File: src/rtl/ldst_bus_pkg.sv
// Shared definitions for the LD/ST peripheral bus arbiter.
// Latency: n/a (constants and a pure helper function only).
// Backpressure: n/a.
package ldst_bus_pkg;

    // Arbiter FSM encoding
    localparam logic [2:0] ST_IDLE      = 3'd0;
    localparam logic [2:0] ST_SEQ_XFER  = 3'd1;
    localparam logic [2:0] ST_HOST_XFER = 3'd2;
    localparam logic [2:0] ST_SEQ_DONE  = 3'd3;
    localparam logic [2:0] ST_HOST_DONE = 3'd4;

    // Sequencer addresses at or below this value are core-internal and never reach the bus
    localparam logic [7:0] INTERNAL_ADDR_LIMIT = 8'h03;

    // Peripheral wait cycles before a transfer is forced to complete
    localparam logic [7:0] TIMEOUT_DEFAULT = 8'd255;

    // Completion data returned when a peripheral never answers
    localparam logic [7:0] TIMEOUT_DATA = 8'hFF;

    // Round-robin owner of the most recent grant
    localparam logic GRANT_SEQ  = 1'b0;
    localparam logic GRANT_HOST = 1'b1;

    // True when a sequencer address targets the shared peripheral bus
    function automatic logic is_periph_addr(input logic [7:0] addr);
        return addr > INTERNAL_ADDR_LIMIT;
    endfunction

endpackage

File: src/rtl/ldst_bus_watchdog.sv
// Counts cycles spent waiting on a peripheral and flags the final permitted cycle.
// Latency: expired is combinational in the TIMEOUT_CYCLES-th run cycle after start.
// Backpressure: none; counter simply holds when run is low.
module ldst_bus_watchdog
    import ldst_bus_pkg::*;
#(
    parameter logic [7:0] TIMEOUT_CYCLES = TIMEOUT_DEFAULT
) (
    input  logic clock,
    input  logic reset_n,
    input  logic start,
    input  logic run,
    output logic expired
);

    logic [7:0] count_q;
    logic [7:0] count_d;

    // Clear on transfer entry, advance once per waiting cycle
    always_comb begin
        count_d = count_q;
        if (start) begin
            count_d = 8'd0;
        end else if (run) begin
            count_d = count_q + 8'd1;
        end
    end

    // Counter register with synchronous reset
    always_ff @(posedge clock) begin
        if (!reset_n) begin
            count_q <= 8'd0;
        end else begin
            count_q <= count_d;
        end
    end

    // The current run cycle is the last one allowed (count_q cycles already elapsed)
    assign expired = run && (({1'b0, count_q} + 9'd1) >= {1'b0, TIMEOUT_CYCLES});

endmodule

File: src/rtl/ldst_bus_arbiter.sv
// Arbitrates the LD/ST sequencer and a host onto one peripheral bus, stalling the sequencer's step enable.
// Latency: request in IDLE cycle N, ready in N+1 -> completion (ack / sequencer DONE) in N+2.
// Backpressure: peripheral via periph_ready (watchdog-bounded); sequencer DONE waits for enable.
module ldst_bus_arbiter
    import ldst_bus_pkg::*;
#(
    parameter logic [7:0] TIMEOUT_CYCLES = TIMEOUT_DEFAULT
) (
    input  logic       clock,
    input  logic       reset_n,
    input  logic       enable,
    output logic       seq_clock_enable,
    input  logic [7:0] seq_io_address,
    input  logic [7:0] seq_io_data_out,
    input  logic       seq_io_out,
    input  logic       seq_io_in,
    output logic [7:0] seq_io_data_in,
    input  logic [7:0] host_address,
    input  logic [7:0] host_data_out,
    input  logic       host_write,
    input  logic       host_read,
    output logic [7:0] host_data_in,
    output logic       host_ack,
    output logic [7:0] periph_address,
    output logic [7:0] periph_data_out,
    output logic       periph_write,
    output logic       periph_read,
    input  logic [7:0] periph_data_in,
    input  logic       periph_ready,
    output logic       timeout_error,
    input  logic       error_clear
);

    logic [2:0] state_q,      state_d;
    logic       last_grant_q, last_grant_d;
    logic [7:0] addr_q,       addr_d;
    logic [7:0] wdat_q,       wdat_d;
    logic       wr_q,         wr_d;
    logic [7:0] data_q,       data_d;
    logic       err_q,        err_d;

    logic seq_req;
    logic host_req;
    logic in_xfer;
    logic wd_start;
    logic wd_expired;
    logic timeout_hit;

    assign seq_req  = (seq_io_in || seq_io_out) && is_periph_addr(seq_io_address);
    assign host_req = host_read || host_write;
    assign in_xfer  = (state_q == ST_SEQ_XFER) || (state_q == ST_HOST_XFER);

    ldst_bus_watchdog #(
        .TIMEOUT_CYCLES (TIMEOUT_CYCLES)
    ) u_watchdog (
        .clock   (clock),
        .reset_n (reset_n),
        .start   (wd_start),
        .run     (in_xfer),
        .expired (wd_expired)
    );

    // Grant, transfer completion and error bookkeeping
    always_comb begin
        state_d      = state_q;
        last_grant_d = last_grant_q;
        addr_d       = addr_q;
        wdat_d       = wdat_q;
        wr_d         = wr_q;
        data_d       = data_q;
        wd_start     = 1'b0;
        timeout_hit  = 1'b0;

        case (state_q)
            ST_IDLE: begin
                // Under contention the port that did not win last time is served
                if (seq_req && (!host_req || last_grant_q == GRANT_HOST)) begin
                    state_d      = ST_SEQ_XFER;
                    last_grant_d = GRANT_SEQ;
                    addr_d       = seq_io_address;
                    wdat_d       = seq_io_data_out;
                    wr_d         = seq_io_out;
                    wd_start     = 1'b1;
                end else if (host_req) begin
                    state_d      = ST_HOST_XFER;
                    last_grant_d = GRANT_HOST;
                    addr_d       = host_address;
                    wdat_d       = host_data_out;
                    wr_d         = host_write;
                    wd_start     = 1'b1;
                end
            end
            ST_SEQ_XFER, ST_HOST_XFER: begin
                // A late ready still wins over the timeout in the same cycle
                if (periph_ready || wd_expired) begin
                    state_d = (state_q == ST_SEQ_XFER) ? ST_SEQ_DONE : ST_HOST_DONE;
                    if (periph_ready) begin
                        data_d = wr_q ? 8'h00 : periph_data_in;
                    end else begin
                        data_d      = TIMEOUT_DATA;
                        timeout_hit = 1'b1;
                    end
                end
            end
            ST_SEQ_DONE: begin
                if (enable) begin
                    state_d = ST_IDLE;
                end
            end
            ST_HOST_DONE: begin
                state_d = ST_IDLE;
            end
            default: begin
                state_d = ST_IDLE;
            end
        endcase

        // A new timeout beats a simultaneous clear
        if (timeout_hit) begin
            err_d = 1'b1;
        end else if (error_clear) begin
            err_d = 1'b0;
        end else begin
            err_d = err_q;
        end
    end

    // State and latch registers with synchronous active-low reset
    always_ff @(posedge clock) begin
        if (!reset_n) begin
            state_q      <= ST_IDLE;
            last_grant_q <= GRANT_HOST;
            addr_q       <= 8'h00;
            wdat_q       <= 8'h00;
            wr_q         <= 1'b0;
            data_q       <= 8'h00;
            err_q        <= 1'b0;
        end else begin
            state_q      <= state_d;
            last_grant_q <= last_grant_d;
            addr_q       <= addr_d;
            wdat_q       <= wdat_d;
            wr_q         <= wr_d;
            data_q       <= data_d;
            err_q        <= err_d;
        end
    end

    // Bus is driven purely from the grant-time latches; strobes only while transferring
    assign periph_address  = addr_q;
    assign periph_data_out = wdat_q;
    assign periph_write    = in_xfer && wr_q;
    assign periph_read     = in_xfer && !wr_q;

    // Sequencer steps freely unless it is waiting on the bus; held low during reset
    assign seq_clock_enable = reset_n && enable &&
                              (((state_q == ST_IDLE) && !seq_req) || (state_q == ST_SEQ_DONE));

    assign seq_io_data_in = (state_q == ST_SEQ_DONE)  ? data_q : 8'h00;
    assign host_data_in   = (state_q == ST_HOST_DONE) ? data_q : 8'h00;
    assign host_ack       = (state_q == ST_HOST_DONE);
    assign timeout_error  = err_q;

endmodule

File: config.mk
export PLATFORM = sky130hd
export DESIGN_NAME = ldst_bus_arbiter
export DESIGN_NICKNAME = d
export VERILOG_FILES = /design/src/rtl/ldst_bus_pkg.sv /design/src/rtl/ldst_bus_watchdog.sv /design/src/rtl/ldst_bus_arbiter.sv
export SDC_FILE = /design/constraint.sdc
export NUM_CORES = 1
export LEC_CHECK = 0
export CORE_MARGIN = 3
export CORE_UTILIZATION = 42
export CTS_CLUSTER_DIAMETER = 80
export DETAILED_ROUTE_END_ITERATION = 8
export PLACE_DENSITY_LB_ADDON = 0.1
export SYNTH_ARGS = -nofsm -noshare
export SYNTH_HDL_FRONTEND = slang
export SYNTH_SLANG_ARGS = --single-unit
File: constraint.sdc
create_clock -name clock -period 2.45 [get_ports clock]
set_input_delay 0.49 -clock clock [delete_from_list [all_inputs] [get_ports clock]]
set_output_delay 0.49 -clock clock [all_outputs]
set_load 0.02 [all_outputs]
==> results.cfg <==
[run_status]
outcome = completed

[power_and_ir_drop]
worst_ir_drop_vdd_mv = 0.7020
leakagePower_uw = 0.001244
power_density_mw_per_mm2 = 1018

[global_routing]
grt_pass1_wl_um = 7458
first_global_vias = 1699
grtUsageTotal = 0.1753
grt_overflow = 0
grtUsageMet2 = 0.2766
grt_max_degree = 20
grt_util_met3 = 0.07297
grt.busiest_layer = met2
met1_usage = 0.2145
antenna_found_initial = 0

[worst_setup_path]
r2r-end = data_q[0]
path_cells = dlygate4sd2_1 -> or4_1 -> o32a_1 -> o21ai_1 -> and3_1 -> buf_6
critPathCaptureType = output pin
crit_path_top_delay_cell = or4_1
cpPeakStageDelay_ns = 0.40
r2r_slack_ns = 0.32
cp_max_fo = 2
r2r_start = u_watchdog.count_q[0]
reg2reg_depth = 7
cp-start-kind = primary input
crit_arrival_ns = 1.88
crit_type = in -> out
required_ns = 1.96

[clocking]
path_clk_slew_ns = 0.07
clockRootBuffer = clkbuf_8
hold_buffers = 0
clk_latency_ns = 0.29
cts_tree = built
post_cts_buffers = 0
h-tree-depth = 2
cts_sinks = 38
cts-buffers-inserted = 5
ctsLongestPathBuffers = 2

[worst_hold_path]
min_to = timeout_error
worstHoldPathCells = 2
min_from = timeout_error
min_path_type = reg -> reg

[routing]
drt-total-wl_um = 4635
vias = 1836
drt_first_pass_iters = 4
postRouteAntennaNets = 0
drt_iter0_drc = 89
viasPerCell = 5.016
drc = 0
post_drt_wl_per_cell_um = 12.66

[finish]
drive_above_1_share = 0.1338
syn2layout_area_growth_pct = 54.67
fin_nets = 364
layout.cells.non_filler = 366
antenna_cells = 0

[timing]
slew_headroom = 0.7397
fin_crit_ns = 2.370
max_freq_mhz = 422.0
setup_viol = 0
fin_worst_skew_ns = 0.005896
rsz0062_at_grt = false
final_max_slew_viol_count = 0
period_share = 0.9673
fin_ws_ns = 0.08021
hold_viol = 0
worstMarginPinSlew_ns = 0.3905

[logic_synthesis]
synth.avg_cell_area_um2 = 8.977
yosys_warnings = 0
synth_area_leaders = dfxtp_1, mux2i_1, a211oi_1, nor2_1, o221a_2
syn_nets = 269
syn_area_mm2 = 0.001957
synth_cells = 218
netlist.top_cell.by_area = dfxtp_1
ys_seq_elements = 38
seq_area_frac_synth = 0.3887
yosys.cell_types.count = 38
synth_top_cell_area_share = 0.3887

[die]
io_pins = 86
fp-row-count = 24
die-width_um = 74.26
die-area_mm2 = 0.005515
start_util = 0.4433
core_area_mm2 = 0.004414
die_h_um = 74.26

[placed_design]
gp_congestion = 0.7268
place_inst = 358
portBuffers = 85
dp_hpwl_um = 3560
place_ws_ns = -0.7135

[run]
max_cap_violations = 0
## metrics by stage
| step | util | total power [µW] | hold WS (ns) | TNS, ns | cell area [µm²] |
|---|---|---|---|---|---|
| global placement | 0.6684 | 2638 | 0.4617 | -7.318 | 2950 |
| detailed placement | 0.6684 | 2663 | 0.4732 | -7.210 | 2950 |
| finish | 0.6857 | 3080 | 0.4788 | 0 | 3027 |
| global route | 0.6857 | 3307 | 0.5239 | 0 | 3027 |
| CTS | 0.6879 | 3116 | 0.4842 | 0 | 3037 |
| floorplan | - | 1977 | 0.4793 | 0 | 1957 |
## worst max-delay path by stage
stage	end	slack, ns	start
after CTS	seq_clock_enable	0.008	seq_io_address[6]
final	seq_clock_enable	0.08	seq_io_address[5]
after detailed placement	seq_clock_enable	-0.71	seq_io_address[7]
after floorplan	seq_clock_enable	0.26	seq_io_address[7]
after global routing	seq_clock_enable	0.004	seq_io_address[5]
after global placement	seq_clock_enable	-0.73	seq_io_address[7]
## critical path, delay by kind of cell
kind,cells,cell delay (ns)
buffers and inverters,2,0.36
AOI/OAI and AO/OA,2,0.44
and+or+nand+nor,2,0.58
## metal layers
| layer | up-vias | part of all wire |
|---|---|---|
| li1 | 969 | - |
| met1 | 802 | 0.45 |
| met2 | 59 | 0.44 |
| met3 | 6 | 0.090 |
| met4 | 0 | 0.015 |
| met5 | - | 0 |
## cell usage in the layout, fill, tap and decap left out, types with 2 or more instances in the layout
master and count:
nor3b_1 2, nand2_1 8, nand4_1 3, xnor2_1 4
a21oi_1 3, and3_1 9, ha_1 2, a211oi_1 18
nor2b_1 11, buf_4 17, dfxtp_1 38, o221a_2 8
mux2i_1 18, xor2_1 5, clkdlybuf4s50_1 80, nand2b_1 4
a211o_1 2, clkbuf_2 2, nor2_1 32, and2_1 10
clkbuf_8 6, nand3_1 2, inv_1 5
## synth_stat cells
master     count
nand2b_4       1
or4_1          1
o211a_1        1
clkbuf_1       9
o2bb2ai_1      1
a211o_1        2
nand2b_1       4
o22ai_1        1
a32oi_1        1
and4_1         1
ha_1           2
nand2_1        8
a21oi_2        1
o221a_2        8
inv_1          5
nand3_1        2
o32a_1         1
xor2_1         5
nor2b_1       12
and2_1        10
buf_6          2
a21oi_1        3
a211oi_1      18
nand4_1        3
o2111ai_1      1
clkinv_1       1
o21bai_1       1
dfxtp_1       38
xnor2_1        4
o211ai_1       1
a211oi_2       1
o31a_1         1
and3_1         9
nor2_1        32
buf_2          4
mux2i_1       18
o21ai_0        3
nor3b_1        2
## cell type report
cell class              count  area [µm²]
flip-flops and latches     38       760.7
repair buffers            103       983.4
well taps                  52       65.06
clock inverters             1       5.005
clock buffers               7       86.33
inverters                   6       22.52
fillers                   384        1388
multi-input cells         159        1104
## sequential cells by signal, summed over array words and instances, names as in the netlist
register	cells
data_q	8
last_grant_q	1
periph_address	8
periph_data_out	8
state_q	3
timeout_error	1
u_watchdog.count_q	8
wr_q	1
## power breakdown
part	leakage (µW)	internal [µW]	total [µW]	switching, µW
Sequential	0.000313	859	1010	151
Clock	0.0000482	227	448	221
Combinational	0.000883	807	1620	816
## cell families (layout without fill, tap and decap cells)
logic type                 after synthesis  in the layout  synth area share
AOI/OAI and AO/OA                       45             45            0.1893
xor gates and xnor gates                 9              9           0.04028
adders and majority gates                2              2           0.01279
buffers and inverters                   21            117           0.05051
DFF                                     38             38            0.3887
muxes                                   18             18           0.09207
and+or+nand+nor                         85             85            0.2263
## repair_timing
| item | CTS | global route |
|---|---|---|
| gates resized for setup | 16 | 2 |
| endpoints found under the setup margin | 2 | 1 |
| pin swaps | 4 | 4 |
No activity file was read; power rests on OpenSTA's default activity.
